===== config.mk =====
export PLATFORM = sky130hd
export DESIGN_NAME = rx_nco_bank
export DESIGN_NICKNAME = d
export VERILOG_FILES = /design/src/rtl/rx_nco_bank.sv
export SDC_FILE = /design/constraint.sdc
export NUM_CORES = 2
export LEC_CHECK = 0
export BUFFER_PORTS_ARGS = -buffer_cell sky130_fd_sc_hd__buf_2
export CORE_UTILIZATION = 50
export DETAILED_ROUTE_END_ITERATION = 8
export GPL_ROUTABILITY_DRIVEN = 0
export PLACE_DENSITY_LB_ADDON = 0.08
export SLEW_MARGIN = 10
export SYNTH_ARGS = -nofsm -noshare
export SYNTH_HDL_FRONTEND = slang
export SYNTH_SLANG_ARGS = --single-unit

===== constraint.sdc =====
create_clock -name clock -period 12.8 [get_ports clock]
set_input_delay 1.28 -clock clock [delete_from_list [all_inputs] [get_ports clock]]
set_output_delay 1.28 -clock clock [all_outputs]
set_load 0.1 [all_outputs]

===== src/rtl/rx_nco_bank.sv =====
// rx_nco_bank: bank of independent phase accumulators (NCOs), each producing
// SPC parallel phase samples per clock for a polyphase receive datapath.
//
// Ports
//   clock         sole clock, rising edge
//   reset         asynchronous active-high reset, clears all state
//   enable        advance all accumulators and register a new output word
//   phase_inc_in  candidate increments, channel c at [c*PHASE_W +: PHASE_W]
//   inc_load      per-channel strobe capturing its phase_inc_in slice
//   phase_clr     per-channel synchronous accumulator clear
//   phase_out     lane k of channel c at [(c*SPC+k)*PHASE_W +: PHASE_W]
//   phase_valid   phase_out was updated on the last edge
//   inc_active    increment registers currently in use
//
// Flow control: enable is a qualifier with no backpressure. Every edge that
// samples enable=1 registers a new phase_out word and phase_valid is high for
// exactly the following cycle; with enable=0 phase_out holds and
// phase_valid is low. There is no ready signal.
//
// The block has no FSM; its only state is inc[], acc[] and the output word.
module rx_nco_bank #(
  parameter int NUM_CH  = 3,
  parameter int SPC     = 8,
  parameter int PHASE_W = 16
) (
  input  logic                              clock,
  input  logic                              reset,
  input  logic                              enable,
  input  logic [NUM_CH*PHASE_W-1:0]         phase_inc_in,
  input  logic [NUM_CH-1:0]                 inc_load,
  input  logic [NUM_CH-1:0]                 phase_clr,
  output logic [NUM_CH*SPC*PHASE_W-1:0]     phase_out,
  output logic                              phase_valid,
  output logic [NUM_CH*PHASE_W-1:0]         inc_active
);

  localparam int NUM_LANES = NUM_CH * SPC;

  logic [PHASE_W-1:0] inc_q    [NUM_CH];
  logic [PHASE_W-1:0] acc_q    [NUM_CH];
  logic [PHASE_W-1:0] step     [NUM_CH];
  logic [PHASE_W-1:0] lane_nxt [NUM_LANES];
  logic [PHASE_W-1:0] phase_q  [NUM_LANES];
  logic               valid_q;

  // Lane values and per-word accumulator step. All arithmetic is modulo
  // 2^PHASE_W: operands are cast to PHASE_W bits so products truncate.
  always_comb begin
    for (int c = 0; c < NUM_CH; c++) begin
      step[c] = PHASE_W'(SPC) * inc_q[c];
      for (int k = 0; k < SPC; k++) begin
        lane_nxt[c*SPC+k] = acc_q[c] + PHASE_W'(k) * inc_q[c];
      end
    end
  end

  // Every update uses pre-edge acc/inc, so a load or clear landing together
  // with enable only affects the word after this one.
  always_ff @(posedge clock or posedge reset) begin
    if (reset) begin
      valid_q <= 1'b0;
      for (int c = 0; c < NUM_CH; c++) begin
        inc_q[c] <= '0;
        acc_q[c] <= '0;
      end
      for (int i = 0; i < NUM_LANES; i++) begin
        phase_q[i] <= '0;
      end
    end else begin
      valid_q <= enable;
      for (int c = 0; c < NUM_CH; c++) begin
        if (inc_load[c]) begin
          inc_q[c] <= phase_inc_in[c*PHASE_W +: PHASE_W];
        end
        if (phase_clr[c]) begin
          acc_q[c] <= '0;
        end else if (enable) begin
          acc_q[c] <= acc_q[c] + step[c];
        end
      end
      if (enable) begin
        for (int i = 0; i < NUM_LANES; i++) begin
          phase_q[i] <= lane_nxt[i];
        end
      end
    end
  end

  assign phase_valid = valid_q;

  for (genvar i = 0; i < NUM_LANES; i++) begin : g_lane
    assign phase_out[i*PHASE_W +: PHASE_W] = phase_q[i];
  end

  for (genvar c = 0; c < NUM_CH; c++) begin : g_ch
    assign inc_active[c*PHASE_W +: PHASE_W] = inc_q[c];
  end

endmodule


---- Word level (Yosys, flattened, before mapping) ----
Index checks and enable logic that the tools add are counted.
word-level totals
  register bits after elaboration ......... 481
  bits in latches ......................... 0
  memory bits (writable) .................. 0
  bits in read-only memories .............. 0
  output and inout port bits .............. 433
  word-level logic and storage cells ...... 76
  memories ................................ 0
cells by class
  add/subtract/negate cells ............... 24
  $mul .................................... 12
  divide/modulo/power cells ............... 0
  $lt $le $gt $ge ......................... 0
  equality and inequality tests ........... 0
  shift operators ......................... 0
  mux-type cells .......................... 6
  bitwise operators ....................... 0
  reductions and logical operators ........ 3
operator list
  kind                     number
  $add A16 B16 Y16         24
  $mul A3 B16 Y16 const A  6
  $mux W16                 6
  $mul A2 B16 Y15 const A  3
  $mul A2 B16 Y16 const A  3
  $reduce_bool A2 Y1       3

---- Depth between registers and ports, before layout ----
  depth in word-level cells ............... 3
  mapped depth ............................ 18
  mapped depth without buffers ............ 18

---- Worst setup path after synthesis ----
OpenSTA, ideal clock, no wires.
  kind .................................... reg-to-reg
  start ................................... register inc_q (netlist bit inc_active[3])
  end ..................................... register phase_q (netlist bit phase_out[111])
  library setup time ...................... 0.078 ns
  arrival time ............................ 4.188 ns
  data required time ...................... 12.722 ns
  path slack .............................. 8.534 ns
  stages on the path, launching flop included .. 16
  buffers on the path ..................... 0
  period minus slack after synthesis ...... 4.266 ns
  cell sequence ........................... dfrtp_1 ha_1 a21o_1 a21oi_1 o21bai_1 a31oi_1 nor2b_1 nor2_1 xnor2_1 ha_1 a21o_1 a21o_1 a221oi_1 o21ai_1 xnor3_1 a21oi_1
on the way
  word-level cells in the longest chain between the ends .. 2
RTL lines
  what                              line  RTL
  start: declaration                39    logic [PHASE_W-1:0] inc_q [NUM_CH];
  start signal: indexed assignment  73    inc_q[c] <= phase_inc_in[c*PHASE_W +: PHASE_W];
  $mul A2 B16 Y15                   52    lane_nxt[c*SPC+k] = acc_q[c] + PHASE_W'(k) * inc_q[c];
  $add A16 B16 Y16                  52
  end signal: indexed assignment    83    phase_q[i] <= lane_nxt[i];
  end: declaration                  43    logic [PHASE_W-1:0] phase_q [NUM_LANES];
No other way between the ends.
A chain may end at the register's enable or synchronous reset.

---- Worst setup path in the final report ----
  start ................................... register inc_q (netlist bit inc_active[1])
  end ..................................... register phase_q (netlist bit phase_out[111])
Same word-level chain as after synthesis.

==> results by group <==
Synth
  – Async S/R FF share, synth: 1.00
  – Cell variety after synth: 73
  – Area share of the leading cell type in the synthesized netlist: 0.308
  – EDFF count, synth: 0
  – Yosys reg bits: roughly 420
  – Syn Inst Count: about 3400
  – Largest area contributor in the netlist: dfrtp_1
  – Top cells by area, synth: dfrtp_1 (31%), ha_1 (14%), fa_1 (9.3%)
  – Mapped Avg Cell Area: approximately 10 um2
  – Most frequent cell after synthesis: dfrtp_1
  – Top FF cell, synth: dfrtp_1
  – Register area share after synthesis: 0.308
  – Post-synth top cells: dfrtp_1 (421), ha_1 (391), inv_1 (361)
  – Yosys warns: 0
  – Synthesized cell area: 34200 um2

Route
  – Number of remaining DRC errors: 0
  – DR pass1 iterations: 5
  – DRT iter0 DRCs: around 1400
  – Antenna Nets Post-Route: 0
  – Via count: approximately 26000
  – Routed wire length: between 90000 and 100000 um
  – Vias per cell: ~5.5
  – Wire per inst: 19.3 um

Clocking
  – CTS max path bufs: 3
  – Hold Buf Count CTS: 0
  – Postcts setup bufs: 0
  – Root Driver: clkbuf_16
  – Gates resized, CTS repair: 0
  – Worst-path clk slew: roughly 0.070 ns
  – H-Tree Depth: 2
  – Cts bufs inserted: between 50 and 60
  – Clock Sink Count: about 420
  – CTS tree: yes
  – Clk_lat worst skew: around 0.62 ns

Worst setup path
  – Critical Path RT: ~13 ns
  – Worst reg2reg setup slack: 8.39 ns
  – Reg-to-reg critical path startpoint: inc_active[1]$_DFFE_PP0P_
  – CP max stage cell: dfrtp_1
  – Worst Path Max Fanout: 11
  – CP cell instances: ha_1 -> fa_1 -> a21o_1 -> a21oi_1 -> o21bai_1 -> a31oi_1 -> nor2b_1 -> nor2_1 -> xnor2_1 -> ha_1 -> a21o_1 -> a21o_1 -> a221oi_1 -> o21ai_1 -> xnor3_1 -> a21oi_1
  – FF-to-FF path depth: 16
  – Crit-path most repeated cell: a21o_1
  – Setup CP Type: flip-flop to flip-flop
  – Crit path largest cell delay: between 0.5 and 0.6 ns
  – Startpoint class of the critical path: flip-flop
  – Worst flop-to-flop path endpoint: phase_out[111]$_DFFE_PP0P_
  – CP arrival: around 4.9 ns
  – CP endpoint kind: flip-flop

STA
  – Endpoints failing hold: 0
  – Slew Limit Fails: 0
  – Clock skew: between 0.015 and 0.02 ns
  – Final min period: around 4.4 ns
  – Measured slew at the worst slew-check pin: 1.02 ns
  – RSZ-0062 raised after global routing: false
  – Final setup viols: 0
  – Final period util: 0.344
  – Final TNS setup: 0 ns
  – FMAX: approximately 230 MHz
  – Slew HR: 0.322

Floorplanning
  – # rows: between 90 and 100
  – Initial Utilization: 0.507
  – Die ar.: just under 70000 um2
  – Core Area: 67400 um2
  – # IOs: around 500
  – DIE HEIGHT: ~260 um
  – Die X: between 200 and 300 um

Cells and area
  – Area delta synth->final: 14.2%
  – NumNets Final: 4497
  – Ant. Diodes: 0
  – Layout cell share with drive strength beyond 1: 0.208
  – Layout Utilization: 0.579

Global route
  – Largest net degree at the start of global routing: about 190
  – Vias in the first global route: 26200
  – Overflow after GRT: 0
  – Gr usage total: 0.268
  – First-pass GRT wire length: ~150000 um
  – Initial antenna violation count: 1

Run
  – Maxcap violations: 0

Run status
  – Status: finished clean

Hold path
  – Worst hold endpoint: phase_out[285]$_DFFE_PP0P_
  – Min-Delay Path Depth: 2
  – Min-Delay Path Class: flip-flop to flip-flop
  – Hold wc startpoint: phase_out[285]$_DFFE_PP0P_

Placement
  – I/O Buffers: 468
  – HPWL after DPL: about 70000 um
==> cells by family after synthesis <==
family,count (synthesis),synth area share
multiplexers,253,0.0822
flip-flops,421,0.308
buffers and inverters,496,0.0608
other,2,0.000220
adder cells (fa/ha/maj),550,0.236
AO/OA/AOI/OAI,791,0.151
XOR/XNOR,289,0.0745
AND/OR/NAND/NOR,645,0.0865
==> metrics by stage <==
stage                     hold WS (ns)  setup slack (ns)  instances  area, um2
after floorplan                  0.616              5.84       3487      34300
after global placement           0.466              8.48       4710      37200
after detailed placement         0.468              8.40       4710      37200
after CTS                        0.484              8.40       4804      39000
after global routing             0.506              8.10       4804      39000
final                            0.483              8.39       4804      39000
==> registers in the layout, indices dropped and copies added (netlist names) <==
name,count
inc_active,48
acc_q,39
phase_out,333
phase_valid,1
==> layer usage <==
layer  up-vias  track usage  wire length [um]
li1      12900            -                 -
met1     12800        0.363             41700
met2       612        0.439             43300
met3       132       0.0453              5040
met4         2       0.0823              2750
met5         -            0                 8
==> cell type report <==
class                      count  area [um2]
fill                        6014       28400
multi-input combinational   2570       21700
sequential                   421       10500
timing repair buffer         485        2520
clock buffer                  65        1430
inverter                     361        1360
tap                          873        1090
clock inverter                29         364
==> worst max-delay path, delay by kind of cell, from the launching register on <==
kind                     cells  cell delay, ns
AO/OA/AOI/OAI                9            1.95
adder cells (fa/ha/maj)      3            1.13
flip-flops                   1            0.56
XOR/XNOR                     2            0.48
AND/OR/NAND/NOR              2            0.20
==> placed cells by master (no fill, tap or decap), types with 42 or more instances in the layout <==
master,synthesis,layout
buf_2,2,467
dfrtp_1,421,421
ha_1,391,391
inv_1,361,359
nor2_1,246,246
a21oi_1,242,242
xnor2_1,232,232
mux2_2,220,220
fa_1,159,159
nand2_1,156,156
o21ai_0,120,120
a21o_1,83,83
o21ai_1,59,59
xor2_1,56,56
nor3_1,54,54
clkbuf_16,0,52
conb_1,2,42
==> worst max path at each step <==
stage	endpoint	depth (start not counted)	slack [ns]	from
after global routing	phase_out[111]$_DFFE_PP0P_	16	8.10	inc_active[1]$_DFFE_PP0P_
after detailed placement	phase_out[111]$_DFFE_PP0P_	16	8.40	inc_active[1]$_DFFE_PP0P_
after CTS	phase_out[111]$_DFFE_PP0P_	16	8.40	inc_active[1]$_DFFE_PP0P_
final	phase_out[111]$_DFFE_PP0P_	16	8.39	inc_active[1]$_DFFE_PP0P_
after global placement	acc_q[15]$_DFFE_PP0N_	5	8.48	reset
after floorplan	acc_q[10]$_DFFE_PP0N_	1	5.84	reset
Power is left out: the tool's default activity adds up to more than one toggle a clock period on the data nets, which glitch-free logic cannot reach.
